===== src/rtl/seg_display_writer.sv =====
// Bus-write scheduler for the ten-digit 7-segment display: mirrors the last
// written words and rewrites changed words round-robin, plus full refreshes.
module seg_display_writer #(
    parameter logic [31:0] BASEADDR       = 32'hF000_0010,
    parameter int unsigned REFRESH_PERIOD = 1000,
    parameter int unsigned CNTWIDTH       = 20
) (
    input  logic        wClk,
    input  logic        nwReset,
    input  logic [79:0] bCode,
    input  logic        wEnable,
    input  logic        wForceRefresh,
    output logic        wWrite,
    output logic [31:0] bWriteAddr,
    output logic [31:0] bWriteData,
    output logic [3:0]  bWriteMask,
    output logic        wBusy
);
    localparam int unsigned NWORDS  = 3;
    localparam int unsigned WORDW   = 32;
    localparam int unsigned HALFW   = 16;
    localparam logic [3:0] MASK_ALL = 4'b0000;
    localparam logic [3:0] MASK_LOW = 4'b1100;

    logic [WORDW-1:0]  word0;
    logic [WORDW-1:0]  word1;
    logic [HALFW-1:0]  word2;
    logic [WORDW-1:0]  shadow0;
    logic [WORDW-1:0]  shadow1;
    logic [HALFW-1:0]  shadow2;
    logic [NWORDS-1:0] pend;
    logic [NWORDS-1:0] pendNext;
    logic [NWORDS-1:0] dirty;
    logic [1:0]        ptr;
    logic [1:0]        cand0;
    logic [1:0]        cand1;
    logic [1:0]        cand2;
    logic              grantValid;
    logic [1:0]        grantIdx;
    logic [WORDW-1:0]  grantData;
    logic [3:0]        grantMask;
    logic              refreshTick;

    assign word0 = bCode[31:0];
    assign word1 = bCode[63:32];
    assign word2 = bCode[79:64];

    assign dirty[0] = (word0 != shadow0) | pend[0];
    assign dirty[1] = (word1 != shadow1) | pend[1];
    assign dirty[2] = (word2 != shadow2) | pend[2];
    assign wBusy    = |dirty;

    function automatic logic [1:0] nextIdx(input logic [1:0] idx);
        return (idx >= 2'd2) ? 2'd0 : idx + 2'd1;
    endfunction

    // Round-robin search starting after the last granted word
    always_comb begin
        cand0      = nextIdx(ptr);
        cand1      = nextIdx(cand0);
        cand2      = nextIdx(cand1);
        grantValid = 1'b0;
        grantIdx   = 2'd0;
        if (wEnable) begin
            if (dirty[cand0]) begin
                grantValid = 1'b1;
                grantIdx   = cand0;
            end else if (dirty[cand1]) begin
                grantValid = 1'b1;
                grantIdx   = cand1;
            end else if (dirty[cand2]) begin
                grantValid = 1'b1;
                grantIdx   = cand2;
            end
        end
    end

    always_comb begin
        grantData = word0;
        grantMask = MASK_ALL;
        case (grantIdx)
            2'd0:    grantData = word0;
            2'd1:    grantData = word1;
            default: begin
                grantData = {HALFW'(0), word2};
                grantMask = MASK_LOW;
            end
        endcase
    end

    // Refresh/force sets win over the grant clear so no request is dropped
    always_comb begin
        pendNext = pend;
        if (grantValid) begin
            pendNext[grantIdx] = 1'b0;
        end
        if (refreshTick || wForceRefresh) begin
            pendNext = '1;
        end
    end

    if (REFRESH_PERIOD == 0) begin : gNoRefresh
        assign refreshTick = 1'b0;
    end else begin : gRefresh
        localparam logic [CNTWIDTH-1:0] CNT_LAST = CNTWIDTH'(REFRESH_PERIOD - 1);
        logic [CNTWIDTH-1:0] refreshCnt;

        always_ff @(posedge wClk) begin
            if (!nwReset) begin
                refreshCnt <= '0;
            end else if (refreshCnt == CNT_LAST) begin
                refreshCnt <= '0;
            end else begin
                refreshCnt <= refreshCnt + CNTWIDTH'(1);
            end
        end

        assign refreshTick = (refreshCnt == CNT_LAST);
    end

    always_ff @(posedge wClk) begin
        if (!nwReset) begin
            wWrite     <= 1'b0;
            bWriteAddr <= '0;
            bWriteData <= '0;
            bWriteMask <= '0;
            shadow0    <= '0;
            shadow1    <= '0;
            shadow2    <= '0;
            pend       <= '1;
            ptr        <= 2'd2;
        end else begin
            wWrite <= grantValid;
            pend   <= pendNext;
            if (grantValid) begin
                bWriteAddr <= BASEADDR + WORDW'({grantIdx, 2'b00});
                bWriteData <= grantData;
                bWriteMask <= grantMask;
                ptr        <= grantIdx;
                case (grantIdx)
                    2'd0:    shadow0 <= word0;
                    2'd1:    shadow1 <= word1;
                    default: shadow2 <= word2;
                endcase
            end
        end
    end
endmodule


===== config.mk =====
export PLATFORM = sky130hd
export DESIGN_NAME = seg_display_writer
export DESIGN_NICKNAME = d
export VERILOG_FILES = /design/src/rtl/seg_display_writer.sv
export SDC_FILE = /design/constraint.sdc
export NUM_CORES = 1
export LEC_CHECK = 0
export BUFFER_PORTS_ARGS = -buffer_cell sky130_fd_sc_hd__buf_2
export CAP_MARGIN = 0
export CORE_MARGIN = 3
export CORE_UTILIZATION = 45
export CTS_CLUSTER_SIZE = 20
export DETAILED_ROUTE_END_ITERATION = 8
export HOLD_SLACK_MARGIN = 0.06
export PLACE_DENSITY = 0.69
export SYNTH_ARGS = -nofsm -noshare
export SYNTH_HDL_FRONTEND = slang
export SYNTH_SLANG_ARGS = --single-unit

===== constraint.sdc =====
create_clock -name wClk -period 3.4 [get_ports wClk]
set_clock_uncertainty 0.05 [all_clocks]
set_input_delay 0 -clock wClk [delete_from_list [all_inputs] [get_ports wClk]]
set_output_delay 0 -clock wClk [all_outputs]
set_load 0.02 [all_outputs]

==> results_dict.tcl <==
set metrics [dict create \
    status "completed" \
    drive_gt1_share_pct 22.4 \
    synthCells 705 \
    p_int_w 0.00327 \
    p_per_area_nw_per_um2 498 \
    setup_viol 0 \
    grt.busiest_layer "met2" \
    grtUsageTotal_pct 24.0 \
    ys_seq_area_share_pct 43.9 \
    slew_headroom_pct 45.3 \
    pwr-share-seq_pct 41.3 \
    grt_pass1_wl_um 30000 \
    final_cell_mix "141 x dfxtp_1, 125 x buf_2, 95 x dlygate4sd3_1, 89 x nand2_1, 83 x xor2_1" \
    start_kind "flop" \
    antenna_found_initial 0 \
    hold_viol 0 \
    clock_power_share_pct 45.6 \
    grt_max_degree 86 \
    antenna_cells 0 \
    layout_min_cycle_time_ps 3200 \
    p_switching_w 0.00104 \
    globalRouteMet2Util_pct 39.3 \
    final_nets 997 \
    synth_top_family_by_area "simple AND/OR/NAND/NOR gates" \
    dr.pass1.iters 6 \
    yosysWarnings 0 \
    drv_slew 0 \
    critical_path_arrival_ps 3510 \
    yosysUniqueCellTypes 46 \
    fin_util_pct 62.1 \
    cap_violations 0 \
    synth-compound-area-share_pct 15.3 \
    end_kind "flop" \
    drc 0 \
    grt_setup_unrepaired "no" \
    grt_pass1_vias 5764 \
    clkSinkCount 141 \
    tightest_slew_ps 820 \
    initial_core_util_pct 46.1 \
    cts_made_buffers 17 \
    power_frac_comb_pct 13.1 \
    synth-xor-area-share_pct 13.2 \
    synth_edf_count 0 \
    path_class "reg -> reg" \
    synthMuxAreaShare_pct 0 \
    viasPerCell 5.24 \
    drtAntennaViolNets 0 \
    use_met1_pct 31.0 \
    cts_max_level 4 \
    wl_per_cell_um 16.9 \
    max_freq_ghz 0.312 \
    grt_remaining_overflow 0 \
    p_leak_nw 3.84 \
    place.gp.congestion 0.833 \
    hpwl_um 12600 \
    vias 5792 \
    synth_area_um2 6430 \
    drt_wl_total_um 18600 \
    worstPathRequired_ps 3710 \
    pin_count 154 \
    rows 43 \
    layout_commonest_cell "dfxtp_1" \
    die_area_um2 15800 \
    synth_simple_gate_area_share_pct 19.4 \
    die_y_um 126 \
    port_buffers 126 \
    place_ws_ps 597 \
    root_buffer "clkbuf_16" \
    clock_latency_ps 420 \
    async_flop_share_pct 0 \
    fin_ws_ps 196 \
    grt_use_met3_pct 5.77 \
    drt_iter0_markers 448 \
    tns_ps 0 \
    period_share_pct 94.2 \
    path_max_fanout 19 \
    irDropWorstVdd_v 0.000319 \
    path_clk_slew_ps 60 \
    min_path_type "in -> reg" \
    avgSynthCellArea_um2 9.12 \
    synth_flop_cell "dfxtp_1" \
    p_sw_share_pct 24.1 \
    area_delta_synth_final_pct 34.7 \
    synth_fa_ha_area_share_pct 0.195 \
    fp.dieW_um 126 \
    ys_ff_latch 141 \
    cts_tree "yes" \
    core_area_um2 13900 \
    clockBufferDepth 2 \
]
-- synth_stat cells (all sizes together), types with 2 or more instances --
library cell | number | area (µm²)
o2111ai | 13 | 114
inv | 20 | 75.1
o21bai | 3 | 22.5
and4 | 5 | 43.8
o21ai | 45 | 225
o31ai | 2 | 15.0
nor2b | 2 | 12.5
xnor2 | 14 | 123
a21oi | 8 | 55.1
nor2 | 28 | 105
a221o | 16 | 160
clkbuf | 24 | 91.3
nor4 | 18 | 128
xor2 | 83 | 727
o2bb2ai | 16 | 140
and3 | 22 | 168
nand4 | 21 | 131
nand2 | 89 | 334
dfxtp | 141 | 2820
nor3 | 9 | 50.1
a31o | 23 | 201
a2111o | 3 | 33.8
nand3 | 26 | 130
buf | 48 | 343
or3 | 15 | 93.8
-- critical path, cell delays in order (launching register included) --
cell and delay (ps):
dfxtp_1 320, xor2_1 180, nor4_1 470, nand3_1 210, nor4_4 360, a21oi_2 320, or3_1 520, o2111ai_1 140
dlygate4sd3_1 590
-- metal layers --
layer	vias up	wire length, µm
met5	-	0
met3	31	1160
met1	2693	7990
li1	2858	-
met4	0	444
met2	210	9030
-- timing repair --
action,CTS,global route
buffers inserted,0,2
setup endpoints to repair,0,12
hold buffers,95,0
endpoints found under the hold margin,121,0
gates resized for setup,0,4
-- sequential cells by signal, summed over array words and instances (netlist names) --
register / cells
pend: 3
bWriteData: 32
ptr: 2
shadow2: 16
shadow1: 32
wWrite: 1
shadow0: 32
bWriteAddr: 2
gRefresh.refreshCnt: 20
bWriteMask: 1
-- worst paths after layout --
| kind | startpoint | end | slack [ps] | cells past startpoint |
|---|---|---|---|---|
| worst max-delay path | shadow0[6]$_SDFFE_PN0P_ | bWriteData[15]$_SDFFE_PN0N_ | 200 | 8 |
| worst min-delay path | bCode[49] | shadow1[17]$_SDFFE_PN0P_ | 320 | 3 |
| worst max register to register | shadow0[6]$_SDFFE_PN0P_ | bWriteData[15]$_SDFFE_PN0N_ | 200 | 8 |
| worst min register to register | shadow1[6]$_SDFFE_PN0P_ | shadow1[6]$_SDFFE_PN0P_ | 410 | 2 |
-- power groups by stage --
stage,Combinational (W),Sequential (W),Clock [W]
2_1_floorplan,0.000282,0.00184,0
3_3_place_gp,0.000460,0.00181,0
3_5_place_dp,0.000462,0.00182,0
4_1_cts,0.000554,0.00178,0.00199
5_1_grt,0.000615,0.00179,0.00206
6_report,0.000563,0.00178,0.00197
-- final cells by class --
class                      count  area [µm²]
clock buffer                  28         537
clock inverter                 4        97.6
fill                        1178        5280
inverter                      21        78.8
multi-input combinational    497        3220
sequential                   141        2820
tap                          180         225
timing repair buffer         234        1680
-- through the flow --
step	cells	instance area [µm²]	total power, W	hold slack (ps)
after global placement	976	7040	0.00228	203
after detailed placement	976	7040	0.00228	206
final	1105	8660	0.00431	323
after global routing	1105	8660	0.00446	336
after CTS	1103	8630	0.00432	303
after floorplan	731	6530	0.00213	58.6
-- cell families after synthesis --
kind of cell,Yosys count
adders and majority gates,1
DFF,141
buffers and inverters,93
xor gates and xnor gates,97
AOI/OAI and AO/OA,131
and+or+nand+nor,241
other,1
Power figures use the tool's default switching activity.
